<file path="src/rtl/imager_ctrl.sv">
// Capture sequencer: drives imager enable/mode/geometry, counts frames on fv edges, applies
// shadowed config only at frame boundaries; all outputs registered, fall seen 1 cycle after fv drops.
module imager_ctrl #(
  parameter int NUM_ROWS_WIDTH    = 12,
  parameter int NUM_COLS_WIDTH    = 12,
  parameter int FRAME_COUNT_WIDTH = 16,
  parameter int TIMEOUT_WIDTH     = 24
) (
  input  logic                         clk,
  input  logic                         reset_n,
  input  logic                         cfg_we,
  input  logic [2:0]                   cfg_mode,
  input  logic [NUM_ROWS_WIDTH-1:0]    cfg_active_rows,
  input  logic [NUM_ROWS_WIDTH-1:0]    cfg_virtual_rows,
  input  logic [NUM_COLS_WIDTH-1:0]    cfg_active_cols,
  input  logic [NUM_COLS_WIDTH-1:0]    cfg_virtual_cols,
  input  logic                         start,
  input  logic                         stop,
  input  logic [FRAME_COUNT_WIDTH-1:0] num_frames,
  input  logic [TIMEOUT_WIDTH-1:0]     timeout_cycles,
  input  logic                         fv,
  output logic                         img_enable,
  output logic [2:0]                   img_mode,
  output logic [NUM_ROWS_WIDTH-1:0]    img_active_rows,
  output logic [NUM_ROWS_WIDTH-1:0]    img_virtual_rows,
  output logic [NUM_COLS_WIDTH-1:0]    img_active_cols,
  output logic [NUM_COLS_WIDTH-1:0]    img_virtual_cols,
  output logic                         busy,
  output logic                         frame_done,
  output logic [FRAME_COUNT_WIDTH-1:0] frames_captured,
  output logic                         capture_done,
  output logic                         timeout_err
);

  typedef enum logic [1:0] {
    IDLE    = 2'd0,
    ARM     = 2'd1,
    CAPTURE = 2'd2
  } state_t;

  localparam logic [FRAME_COUNT_WIDTH-1:0] FRAME_ONE = FRAME_COUNT_WIDTH'(1);
  localparam logic [TIMEOUT_WIDTH-1:0]     WD_ONE    = TIMEOUT_WIDTH'(1);

  state_t                         state;
  logic                           fv_q;
  logic                           cfg_pending;
  logic                           stop_pending;
  logic [2:0]                     shd_mode;
  logic [NUM_ROWS_WIDTH-1:0]      shd_active_rows;
  logic [NUM_ROWS_WIDTH-1:0]      shd_virtual_rows;
  logic [NUM_COLS_WIDTH-1:0]      shd_active_cols;
  logic [NUM_COLS_WIDTH-1:0]      shd_virtual_cols;
  logic [FRAME_COUNT_WIDTH-1:0]   frames_target;
  logic [FRAME_COUNT_WIDTH-1:0]   frames_next;
  logic [TIMEOUT_WIDTH-1:0]       wd_cnt;
  logic [TIMEOUT_WIDTH-1:0]       wd_next;
  logic                           fv_rise;
  logic                           fv_fall;
  logic                           wd_on;
  logic                           wd_expire;
  logic                           last_frame;
  logic                           end_capture;
  logic                           apply_cfg;

  assign fv_rise     = fv & ~fv_q;
  assign fv_fall     = ~fv & fv_q;
  assign wd_on       = (timeout_cycles != '0);
  assign wd_next     = wd_cnt + WD_ONE;
  assign wd_expire   = wd_on && (wd_next == timeout_cycles);
  assign frames_next = (&frames_captured) ? frames_captured : frames_captured + FRAME_ONE;
  assign last_frame  = (frames_target != '0) && (frames_next == frames_target);
  assign end_capture = last_frame || stop_pending || stop;
  assign apply_cfg   = ((state == IDLE) && cfg_pending) || ((state == CAPTURE) && fv_fall);

  // A write coinciding with an apply lands in shadow and keeps pending set for the next boundary.
  always_ff @(posedge clk) begin
    if (!reset_n) begin
      shd_mode         <= '0;
      shd_active_rows  <= '0;
      shd_virtual_rows <= '0;
      shd_active_cols  <= '0;
      shd_virtual_cols <= '0;
      cfg_pending      <= 1'b0;
      img_mode         <= '0;
      img_active_rows  <= '0;
      img_virtual_rows <= '0;
      img_active_cols  <= '0;
      img_virtual_cols <= '0;
    end else begin
      if (apply_cfg) begin
        img_mode         <= shd_mode;
        img_active_rows  <= shd_active_rows;
        img_virtual_rows <= shd_virtual_rows;
        img_active_cols  <= shd_active_cols;
        img_virtual_cols <= shd_virtual_cols;
      end
      if (cfg_we) begin
        shd_mode         <= cfg_mode;
        shd_active_rows  <= cfg_active_rows;
        shd_virtual_rows <= cfg_virtual_rows;
        shd_active_cols  <= cfg_active_cols;
        shd_virtual_cols <= cfg_virtual_cols;
        cfg_pending      <= 1'b1;
      end else if (apply_cfg) begin
        cfg_pending      <= 1'b0;
      end
    end
  end

  always_ff @(posedge clk) begin
    if (!reset_n) begin
      state           <= IDLE;
      fv_q            <= 1'b0;
      stop_pending    <= 1'b0;
      frames_target   <= '0;
      frames_captured <= '0;
      wd_cnt          <= '0;
      img_enable      <= 1'b0;
      busy            <= 1'b0;
      frame_done      <= 1'b0;
      capture_done    <= 1'b0;
      timeout_err     <= 1'b0;
    end else begin
      fv_q         <= fv;
      frame_done   <= 1'b0;
      capture_done <= 1'b0;
      case (state)
        IDLE: begin
          if (start) begin
            state           <= ARM;
            img_enable      <= 1'b1;
            busy            <= 1'b1;
            frames_target   <= num_frames;
            frames_captured <= '0;
            wd_cnt          <= '0;
            timeout_err     <= 1'b0;
            stop_pending    <= 1'b0;
          end
        end
        ARM: begin
          if (stop) begin
            state        <= IDLE;
            img_enable   <= 1'b0;
            busy         <= 1'b0;
            capture_done <= 1'b1;
          end else if (fv_rise) begin
            state  <= CAPTURE;
            wd_cnt <= '0;
          end else if (wd_expire) begin
            state       <= IDLE;
            img_enable  <= 1'b0;
            busy        <= 1'b0;
            timeout_err <= 1'b1;
          end else if (wd_on) begin
            wd_cnt <= wd_next;
          end
        end
        CAPTURE: begin
          // A fall outranks a coincident watchdog expiry.
          if (fv_fall) begin
            frame_done      <= 1'b1;
            frames_captured <= frames_next;
            wd_cnt          <= '0;
            if (end_capture) begin
              state        <= IDLE;
              img_enable   <= 1'b0;
              busy         <= 1'b0;
              capture_done <= 1'b1;
              stop_pending <= 1'b0;
            end
          end else if (wd_expire && !fv_rise) begin
            state        <= IDLE;
            img_enable   <= 1'b0;
            busy         <= 1'b0;
            timeout_err  <= 1'b1;
            stop_pending <= 1'b0;
          end else begin
            if (stop) begin
              stop_pending <= 1'b1;
            end
            if (fv_rise) begin
              wd_cnt <= '0;
            end else if (wd_on) begin
              wd_cnt <= wd_next;
            end
          end
        end
        default: begin
          state      <= IDLE;
          img_enable <= 1'b0;
          busy       <= 1'b0;
        end
      endcase
    end
  end

endmodule

</file>
<file path="config.mk">
export PLATFORM = sky130hd
export DESIGN_NAME = imager_ctrl
export DESIGN_NICKNAME = d
export VERILOG_FILES = /design/src/rtl/imager_ctrl.sv
export SDC_FILE = /design/constraint.sdc
export NUM_CORES = 1
export LEC_CHECK = 0
export ABC_CLOCK_PERIOD_IN_PS = 6500
export BUFFER_PORTS_ARGS = -buffer_cell sky130_fd_sc_hd__buf_2
export CORE_AREA = 2 2 132 134
export DETAILED_ROUTE_END_ITERATION = 7
export DIE_AREA = 0 0 134 136
export GPL_ROUTABILITY_DRIVEN = 0
export PLACE_DENSITY_LB_ADDON = 0.12
export SYNTH_ARGS = -nofsm -noshare
export SYNTH_HDL_FRONTEND = slang
export SYNTH_SLANG_ARGS = --single-unit
</file>
<file path="constraint.sdc">
create_clock -name clk -period 6.5 [get_ports clk]
set_input_delay 1.625 -clock clk [delete_from_list [all_inputs] [get_ports clk]]
set_output_delay 1.625 -clock clk [all_outputs]
set_load 0.1 [all_outputs]
</file>
* Yosys cells after proc, flatten, opt, wreduce, memory -nomap -nowiden *
Cells that the tools add are included.

operators by class
  add/subtract/negate cells = 2
  multipliers = 0
  div/mod/pow operators = 0
  order comparisons = 0
  equal/unequal tests = 19
  shift-type cells = 0
  mux-type cells = 47
  bitwise operators = 4
  reductions and logical operators = 24

operators by type and width
  kind                                           count
  2-to-1 mux 24 bit                              8
  one-hot mux 24 bit (3 select lines)            1
  2-to-1 mux 16 bit                              3
  one-hot mux 16 bit (2 select lines)            1
  adder 24 x 1 -> 24 bit, second input constant  1
  == test 24 bit                                 1
  nonzero test 24 bit                            1
  2-to-1 mux 1 bit                               22
  adder 16 x 1 -> 16 bit, second input constant  1
  == test 16 bit                                 1
  AND reduction 16 bit                           1
  nonzero test 16 bit                            1
  != test 3 bit, second input constant           5
  2-to-1 mux 2 bit                               7
  != test 2 bit, second input constant           6
  AND reduction 5 bit                            2
  AND reduction 4 bit                            2
  AND reduction 7 bit                            1
  one-hot mux 1 bit (3 select lines)             2
  one-hot mux 2 bit (3 select lines)             1
  logical AND 1 bit                              5
  != test 4 x 3 -> 1 bit, second input constant  1
  != test 4 bit, second input constant           1
  one-hot mux 1 bit (2 select lines)             2
  13 further kinds                               19

word-level totals
  register bits = 167
  latch bits = 0
  RAM bits = 0
  ROM bits = 0
  input port bits = 97
  output and inout port bits = 72
  word-level logic and storage cells = 117
  memories kept = 0

* Logic depth before layout (Yosys ltp) *
Gate-level depths: netlist (run 1).

  depth in word-level cells = 9
  mapped depth = 14
  gate-level depth less buffers = 11

* Worst setup path after synthesis (run 1) *
Ideal clock, no wire load.

  path kind = input to register
  from = input timeout_cycles[8]
  to = register wd_cnt[13]
  arrival = 3.718 ns
  data required time = 6.436 ns
  slack = 2.718 ns
  stages on the path = 12
  path buffers = 3
  cell sequence = clkbuf_1 -> nor3_1 -> o31ai_1 -> nand4_1 -> or3_1 -> nor4_4 -> a21oi_2 -> and2_4 -> nand2b_4 -> buf_6 -> buf_6 -> nor2_1

between the ends
  cells in the longest elaborated chain, start to end = 6
  elaborated cells between the ends (all ways) = 15
  classes of those cells = eq/ne: 3; mux: 8; reduce/logical: 4

ends and longest elaborated chain
  element                                                    line  RTL
  from (decl)                                                20    input logic [TIMEOUT_WIDTH-1:0] timeout_cycles,
  nonzero test 24 bit                                        67    assign wd_on = (timeout_cycles != '0);
  2-to-1 mux 24 bit                                          n/a
  2-to-1 mux 24 bit, on equally long branches (3 in series)  n/a
  one-hot mux 24 bit (3 select lines)                        n/a
  to (signal assigned)                                       155   wd_cnt <= wd_next;
  to (signal assigned)                                       184   wd_cnt <= wd_next;
  to (decl)                                                  55    logic [TIMEOUT_WIDTH-1:0] wd_cnt;

Parallel ways exist; a longest one is shown, timed or not. The select of a mux whose other input is x is not followed.
A chain may end at the register's enable or synchronous reset.

* Worst setup path after layout (run 1) *
  from = input timeout_cycles[10]
  to = register wd_cnt[12]

Same word-level chain as after synthesis.

==> flow_metrics.tcl, run 1 <==
set metrics [dict create \
    status "completed" \
    grt_antenna_before_repair 0 \
    grt.total_usage_pct 21.7 \
    instances_no_fill 1322 \
    ys_ff_latch 167 \
    r2r-start "wd_cnt[0]" \
    syn_to_final_growth_pct 18.0 \
    synth_cell_type_count 68 \
    synth-main-ff-cell "dfxtp_1" \
    cts_resized 0 \
    clockBufferDepth 2 \
    drt_wl_total_um 19800 \
    io-pin-count 169 \
    timing.hold.ws_ns 0.455 \
    seq_area_frac_synth_pct 40.7 \
    grt_pass1_wl_um 31900 \
    dp_cells 1290 \
    synth_warnings 0 \
    synthesis.area_um2 8220 \
    leakagePower_nw 3.91 \
    drc 0 \
    antennaDiodeCount 0 \
    fin_nets 1187 \
    cts_hold_buffers 0 \
    die_area_um2 18200 \
    vdd_ir_drop_max_uv 182 \
    path_clk_slew_ns 0.07 \
    final_common_cell "nand2_1" \
    die_w_um 134 \
    hold_class "flop to flop" \
    drtPass1Iterations 5 \
    clock-sinks 167 \
    fin_worst_skew_ns 0.0102 \
    crit_type "primary input to flop" \
    tightest_slew_ns 1.10 \
    drt-vias-per-instance 5.23 \
    tritoncts "yes" \
    coreArea_um2 16900 \
    drt_first_iter_violations 403 \
    setup.worst_path.start "timeout_cycles[10]" \
    min_from "timeout_err" \
    synthCells 950 \
    synth_area_per_cell_um2 8.65 \
    grt_start_max_net_pins 86 \
    portBuffers 168 \
    cp-end-kind "flop" \
    nFillCells 1590 \
    final_cell_mix "nand2_1, dfxtp_1, buf_2" \
    antenna_left 0 \
    cts_root_buf "clkbuf_16" \
    ys_async_sr_fraction_pct 0 \
    die_h_um 136 \
    crit_path_start_kind "primary input" \
    maxCapViolCount 0 \
    cts_max_level 4 \
    synth_fp_nets 1053 \
    cts_made_buffers 17 \
    routedWlPerCell_um 15.0 \
    post-cts-setup-buffer-count 0 \
    grt_setup_unrepaired "false" \
    vias 6919 \
    max_freq_ghz 0.274 \
    clock_latency_ns 0.43 \
    grt_overflow_total 0 \
    grt_pass1_vias 6398 \
    maxSlewHeadroom_pct 26.4 \
    cp.required_ns 6.82 \
    hold_viol_final 0 \
    rows 48 \
    report.final.slew_viol_count 0 \
    layout-drive-gt1-share_pct 21.1 \
    worstPathArrival_ns 3.98 \
    final.setup.tns_ns 0 \
    start_util_pct 48.7 \
    dp_hpwl_um 13600 \
    period_minus_slack_ns 3.66 \
    synth_edf_count 0 \
    period_share_pct 56.3 \
    cp_max_fo 20 \
    power.density_nw_per_um2 245 \
    setup_violations 0 \
]
-- Yosys cell counts, drive strengths merged, types with 21 or more instances --
cell type | number | area (um^2)
nand4 | 23 | 150
dfxtp | 167 | 3340
nor2 | 38 | 148
mux2i | 54 | 541
clkbuf | 38 | 143
nand2 | 183 | 689
xor2 | 31 | 272
nor2b | 70 | 438
xnor2 | 49 | 429
a21boi | 71 | 537
nand3 | 27 | 145
o21ai | 21 | 105
a21oi | 23 | 119
-- per-stage QoR --
stage | area (um^2) | setup WS [ns] | utilization [%] | total power [mW]
6_report | 9700 | 2.84 | 57.5 | 2.38
5_1_grt | 9700 | 2.57 | 57.5 | 2.47
3_5_place_dp | 9130 | 2.39 | 54.1 | 1.43
3_3_place_gp | 9130 | 2.43 | 54.1 | 1.43
4_1_cts | 9700 | 2.84 | 57.5 | 2.40
2_1_floorplan | 8220 | 2.72 | - | 1.35
-- report_power, final --
part | switching (mW) | total (mW) | internal (mW)
Sequential | 0.0256 | 1.09 | 1.06
Combinational | 0.213 | 0.320 | 0.108
Clock | 0.463 | 0.970 | 0.506
Total | 0.701 | 2.38 | 1.68
-- sequential cells by signal, indices dropped and copies added (netlist names), 2 cells and up --
| register | cells |
|---|---|
| img_mode | 3 |
| shd_active_rows | 12 |
| shd_virtual_rows | 12 |
| wd_cnt | 24 |
| state | 2 |
| img_active_rows | 12 |
| shd_mode | 3 |
| img_virtual_rows | 12 |
| shd_virtual_cols | 12 |
| shd_active_cols | 12 |
| frames_captured | 16 |
| img_active_cols | 12 |
| img_virtual_cols | 12 |
| frames_target | 16 |
-- metal layers --
metal	part of all wire (%)	global-route usage, %	up-vias
met3	4.5	4.81	21
met2	48	37.2	146
met1	46	27.4	3225
met4	1.5	6.62	0
met5	0	0	-
li1	-	-	3527
-- area by class of cell --
class | instances | area [um^2] | share of cell area (%)
multi-input cells | 721 | 4610 | 47.6
flip-flops and latches | 167 | 3340 | 34.5
repair buffers | 172 | 873 | 9.01
clock buffers | 18 | 429 | 4.43
well taps | 225 | 282 | 2.90
clock inverters | 14 | 139 | 1.43
inverters | 5 | 18.8 | 0.194
-- critical path: stages --
cell and delay (ns):
buf_2 0.09, xor2_1 0.17, nor3_1 0.08, o31ai_1 0.28
nand4_1 0.11, or3_1 0.41, nor4_4 0.38, a211oi_2 0.15
buf_4 0.24, and4_1 0.23, xnor2_1 0.14, nor2_1 0.06
-- kinds of logic after synthesis --
logic type / after synthesis / share of synthesized area [%]
compound gates: 151 / 13.2
buf+inv: 62 / 3.32
xor+xnor: 80 / 8.53
simple gates: 430 / 26.8
fa+ha+maj: 6 / 0.914
flops: 167 / 40.7
mux: 54 / 6.58
-- final timing paths --
check | end | slack, ns | cells after the start
hold / removal | timeout_err | 0.46 | 2
setup / recovery | wd_cnt[12] | 2.84 | 12
setup reg to reg | wd_cnt[12] | 2.85 | 12
hold reg to reg | timeout_err | 0.46 | 2
Power figures use the tool's default switching activity.
==> inputs of run 2 (changes only) <==
Settings changed: ABC_CLOCK_PERIOD_IN_PS 6500 to 3200.
Clock period 6.5 ns to 3.2 ns, I/O delays scaled along.
==> run 2 against run 1 <==
Compared with the run above:
- non-clock buffer count up 35
- utilization grew 2.4 points
- design area rose by 4.1%
- wire length rose by 2.4%
- setup slack worse by 2.6 ns
- critical endpoint is now wd_cnt[0]
- largest cell class unchanged
- largest power group unchanged
- highest routed layer unchanged
==> flow_metrics.tcl, run 2 (synthesized netlist as in run 1, its figures left out) <==
set metrics [dict create \
    start_util_pct 48.7 \
    max_freq_ghz 0.334 \
    setup.worst_path.start "wd_cnt[1]" \
    fin_nets 1222 \
    max_flop_register "wd_cnt" \
    report.final.slew_viol_count 0 \
    largest_reg_flops 24 \
    cts_max_level 4 \
    antenna_left 0 \
    routedWlPerCell_um 15.0 \
    hold_class "flop to flop" \
    drtPass1Iterations 4 \
    reg_top3 "wd_cnt (24), frames_captured (16), frames_target (16)" \
    hold_viol_final 0 \
    final_common_cell "nand2_1" \
    leakagePower_nw 4.17 \
    drt-vias-per-instance 5.18 \
    power.density_nw_per_um2 494 \
    grt_pass1_vias 6364 \
    cts_hold_buffers 0 \
    timing.hold.ws_ns 0.454 \
    crit_path_start_kind "flop" \
    crit_chain "ha_2 > and3_2 > a21oi_1 > o31ai_1 > nand4_1 > or3_1 > nor4_4 > buf_4 > a21oi_2 > and2_4 > nand2b_4 > nor2_2" \
    instances_no_fill 1357 \
    final.setup.tns_ns 0 \
    min_from "img_active_rows[4]" \
    crit_type "flop to flop" \
    status "completed" \
    maxCapViolCount 0 \
    cts_made_buffers 17 \
    worstPathArrival_ns 3.35 \
    dp_cells 1322 \
    nFillCells 1604 \
    rows 48 \
    vdd_ir_drop_max_uv 401 \
    drt_first_iter_violations 306 \
    setup_violations 0 \
    coreArea_um2 16900 \
    grt.total_usage_pct 22.0 \
    period_minus_slack_ns 2.99 \
    cts_root_buf "clkbuf_16" \
    die_w_um 134 \
    io-pin-count 169 \
    die_h_um 136 \
    grt_antenna_before_repair 1 \
    fin_worst_skew_ns 0.00806 \
    tightest_slew_ns 0.679 \
    grt_setup_unrepaired "true" \
    grt_pass1_wl_um 32200 \
    syn_to_final_growth_pct 22.9 \
    slowest_delay_ns 0.42 \
    drt_wl_total_um 20300 \
    grt_overflow_total 0 \
    period_share_pct 93.5 \
    clockBufferDepth 2 \
    cp.required_ns 3.56 \
    dp_hpwl_um 14000 \
    cp_max_fo 17 \
    slowest_stage "or3_1" \
    r2r-start "wd_cnt[1]" \
    clock_latency_ns 0.43 \
    path_clk_slew_ns 0.06 \
    drc 0 \
    final_cell_mix "nand2_1, buf_2, dfxtp_1" \
    clock-sinks 167 \
    tritoncts "yes" \
    portBuffers 168 \
    maxSlewHeadroom_pct 54.8 \
    cp-end-kind "flop" \
    vias 7027 \
    grt_start_max_net_pins 83 \
    layout-drive-gt1-share_pct 25.3 \
    die_area_um2 18200 \
]
## run 2: worst max-delay path: cells and delay by family (launching register included)
kind | cells | cell delay (ns)
and+or+nand+nor | 7 | 1.69
DFF | 1 | 0.39
AOI/OAI and AO/OA | 3 | 0.41
adders and majority gates | 1 | 0.25
buffers and inverters | 1 | 0.19
## run 2: through the flow
step	util (%)	cell area [um^2]	total power [mW]	setup slack, ns
floorplan	-	8230	2.74	0.0486
global placement	55.8	9410	2.92	0.0573
detailed placement	55.8	9410	2.93	-0.0208
CTS	59.3	10000	5.04	0.121
global route	59.8	10100	5.20	-0.0171
finish	59.8	10100	4.99	0.208
## run 2: layer usage
| layer | vias to the layer above | GRT usage (%) | wire, um |
|---|---|---|---|
| li1 | 3600 | - | - |
| met1 | 3228 | 28.9 | 9380 |
| met2 | 173 | 35.4 | 9550 |
| met3 | 26 | 5.03 | 1030 |
| met4 | 0 | 8.22 | 371 |
| met5 | - | 0 | 0 |
## run 2: final timing paths
kind / end / slack, ns / depth (start not counted)
worst max-delay path: wd_cnt[0] / 0.21 / 12
worst min-delay path: img_active_rows[4] / 0.45 / 2
worst max register to register: wd_cnt[0] / 0.21 / 12
worst min register to register: img_active_rows[4] / 0.45 / 2
## run 2: layout make-up
cell class                 instances  area [um^2]  share of cell area (%)
tap                              225          282                    2.79
timing repair buffer             207         1160                    11.5
antenna                            1         2.50                  0.0248
clock inverter                    13          161                    1.60
inverter                           5         18.8                   0.186
sequential                       167         3360                    33.3
clock buffer                      18          439                    4.35
multi-input combinational        721         4670                    46.3
## run 2: where the power goes
group / switching, mW / internal (mW)
combinational: 0.439 / 0.235
sequential: 0.0498 / 2.16
clock: 0.913 / 1.20
total: 1.40 / 3.59
## run 2: repair_timing
item | 4_1_cts | 5_1_grt
setup endpoints to repair | 0 | 21
setup buffers | 0 | 3
gates resized for setup | 0 | 12
==> inputs of run 3 (changes only) <==
Settings changed: ABC_AREA set to 1, CORE_AREA 2 2 132 134 to 2 2 121 147, DIE_AREA 0 0 134 136 to 0 0 123 149.
==> run 3 against run 2 <==
Compared with the run above:
- global-route usage up 3.0 points
- utilization decreased by 1.9 points
- clock skew up 0.012 ns
- clock-buffer cell count decreased by 1
- clock power about the same
- sequential share of layout area increased by 0.44 points
- setup slack improved by 0.12 ns
- sequential power rose by 14%
- synthesized area up 1.2%
- critical path type unchanged
==> flow_metrics.tcl, run 3 <==
set metrics [dict create \
    power.total_mw 6.70 \
    final_cell_mix "nor2_1, nand2_1, dfxtp_1, buf_2, o21ai_0" \
    largest_reg_flops 24 \
    period_share_pct 89.8 \
    nFillCells 1730 \
    final_util_pct 58.0 \
    hold_class "flop to flop" \
    portBuffers 168 \
    fin_nets 1516 \
    max_flop_register "wd_cnt" \
    crit_type "flop to flop" \
    vdd_ir_drop_max_uv 658 \
    ys_async_sr_fraction_pct 0 \
    synthCells 1267 \
    max_freq_ghz 0.348 \
    dp_hpwl_um 15700 \
    post-place-ws_ns 0.403 \
    worstPathArrival_ns 3.23 \
    synth_commonest_cells "nor2_1, nand2_1, dfxtp_1, o21ai_0, inv_1" \
    grt_overflow_total 0 \
    grt.total_usage_pct 25.1 \
    io-pin-count 169 \
    syn_to_final_growth_pct 19.3 \
    pwr-share-seq_pct 37.4 \
    setup_violations 0 \
    drt_wl_total_um 22800 \
    period_minus_slack_ns 2.87 \
    coreArea_um2 17100 \
    p_comb_share_pct 30.7 \
    cts_max_level 4 \
    power.density_nw_per_um2 676 \
    synth_edf_count 0 \
    grt_setup_unrepaired "false" \
    maxSlewHeadroom_pct 39.6 \
    clkPwrFrac_pct 31.8 \
    hold_viol_final 0 \
    tritoncts "yes" \
    yosysMostFrequentCell "nor2_1" \
    synth-main-ff-cell "dfxtp_1" \
    cts_root_buf "clkbuf_16" \
    crit_path_start_kind "flop" \
    synth_top_area_cell "dfxtp_1" \
    synth_fp_nets 1370 \
    drtPass1Iterations 5 \
    grt_pass1_wl_um 37000 \
    post-cts-setup-buffer-count 0 \
    cts_hold_buffers 0 \
    swShare_pct 41.4 \
    intPower_mw 3.93 \
    leakagePower_nw 4.61 \
    vias 8468 \
    cp_max_fo 16 \
    final_common_cell "nor2_1" \
    drt-vias-per-instance 5.14 \
    synth_area_per_cell_um2 6.56 \
    synth_warnings 0 \
    reg_top3 "wd_cnt (24), frames_captured (16), frames_target (16)" \
    drt_first_iter_violations 525 \
    start_util_pct 48.6 \
    clock-sinks 167 \
    antenna_left 0 \
    die_h_um 149 \
    cp.required_ns 3.56 \
    grt_antenna_before_repair 3 \
    synth_cell_type_count 37 \
    die_area_um2 18300 \
    ys_ff_latch 167 \
    clockBufferDepth 2 \
    synthTopCellsByArea "dfxtp_1, nor2_1, nand2_1, o21ai_0, nand3_1" \
    grt_start_max_net_pins 146 \
    final.setup.tns_ns 0 \
    timing.hold.ws_ns 0.469 \
    cts_resized 0 \
    fin_worst_skew_ns 0.0199 \
    synth_top_area_share_pct 40.2 \
    clock_latency_ns 0.44 \
    switchingPower_mw 2.78 \
    maxCapViolCount 0 \
    synthesis.area_um2 8310 \
    path_clk_slew_ns 0.07 \
    cts_made_buffers 17 \
    status "completed" \
    seq_area_frac_synth_pct 40.2 \
    tightest_slew_ns 0.906 \
    routedWlPerCell_um 13.8 \
    report.final.slew_viol_count 0 \
    rows 53 \
    layout-drive-gt1-share_pct 17.6 \
    fin_ws_ns 0.325 \
    drc 0 \
    grt_pass1_vias 7769 \
    die_w_um 123 \
    cp-end-kind "flop" \
]
[run 3: path summary, 6_finish.rpt]
check,start,end,slack [ns],cells after the start
max,wd_cnt[1],wd_cnt[2],0.33,16
min,cfg_pending,cfg_pending,0.47,2
max reg2reg,wd_cnt[1],wd_cnt[2],0.33,16
min reg2reg,cfg_pending,cfg_pending,0.47,2
[run 3: cells by family (layout without fill, tap and decap cells)]
logic type | count (synthesis) | after routing | share of synthesized area (%)
and+or+nand+nor | 695 | 695 | 34.8
AOI/OAI and AO/OA | 230 | 230 | 14.5
muxes | 1 | 1 | 0.120
adders and majority gates | 6 | 6 | 0.903
other | 0 | 3 | 0
xor gates and xnor gates | 15 | 15 | 1.93
buffers and inverters | 153 | 312 | 7.45
DFF | 167 | 167 | 40.2
[run 3: area by class of cell]
cell class                 count  area [um^2]  share of cell area (%)
multi-input combinational    947         4350                    43.9
inverter                     101          382                    3.85
clock inverter                15          198                    1.99
timing repair buffer         179          938                    9.46
clock buffer                  17          425                    4.29
tap                          220          275                    2.78
antenna                        3         7.51                  0.0757
sequential                   167         3340                    33.7
[run 3: power by group through the flow]
stage / Sequential, mW / Clock, mW / Combinational [mW]
after global routing: 2.54 / 2.26 / 2.24
final: 2.51 / 2.13 / 2.06
after detailed placement: 2.55 / 0 / 2.05
after global placement: 2.55 / 0 / 2.05
after floorplan: 3.29 / 0 / 0.889
after CTS: 2.51 / 2.17 / 2.06
[run 3: worst max-delay path, cell delays in order, from the launching register on]
cell and delay (ns):
dfxtp_1 0.42, ha_1 0.27, nand2_2 0.10, nor2_1 0.24, nand2_1 0.15, xor2_1 0.20, nand2_1 0.08, nand2_1 0.06
nand2_1 0.05, nor2_1 0.13, nand2_1 0.06, nor2_1 0.19, nand4_1 0.14, nand2_2 0.19, buf_4 0.26, o21ai_0 0.10
a21oi_1 0.16
[run 3: per-stage QoR]
step	cells	instance area (um^2)
floorplan	1267	8310
global placement	1614	9290
detailed placement	1614	9290
CTS	1646	9910
global route	1647	9910
finish	1649	9920
[run 3: metal layers]
metal	GRT usage [%]	vias to the layer above	share of wire, %
li1	-	4362	-
met4	10.6	2	2.9
met2	40.6	254	47
met5	0	-	0.057
met1	31.8	3798	44
met3	5.93	52	6.1
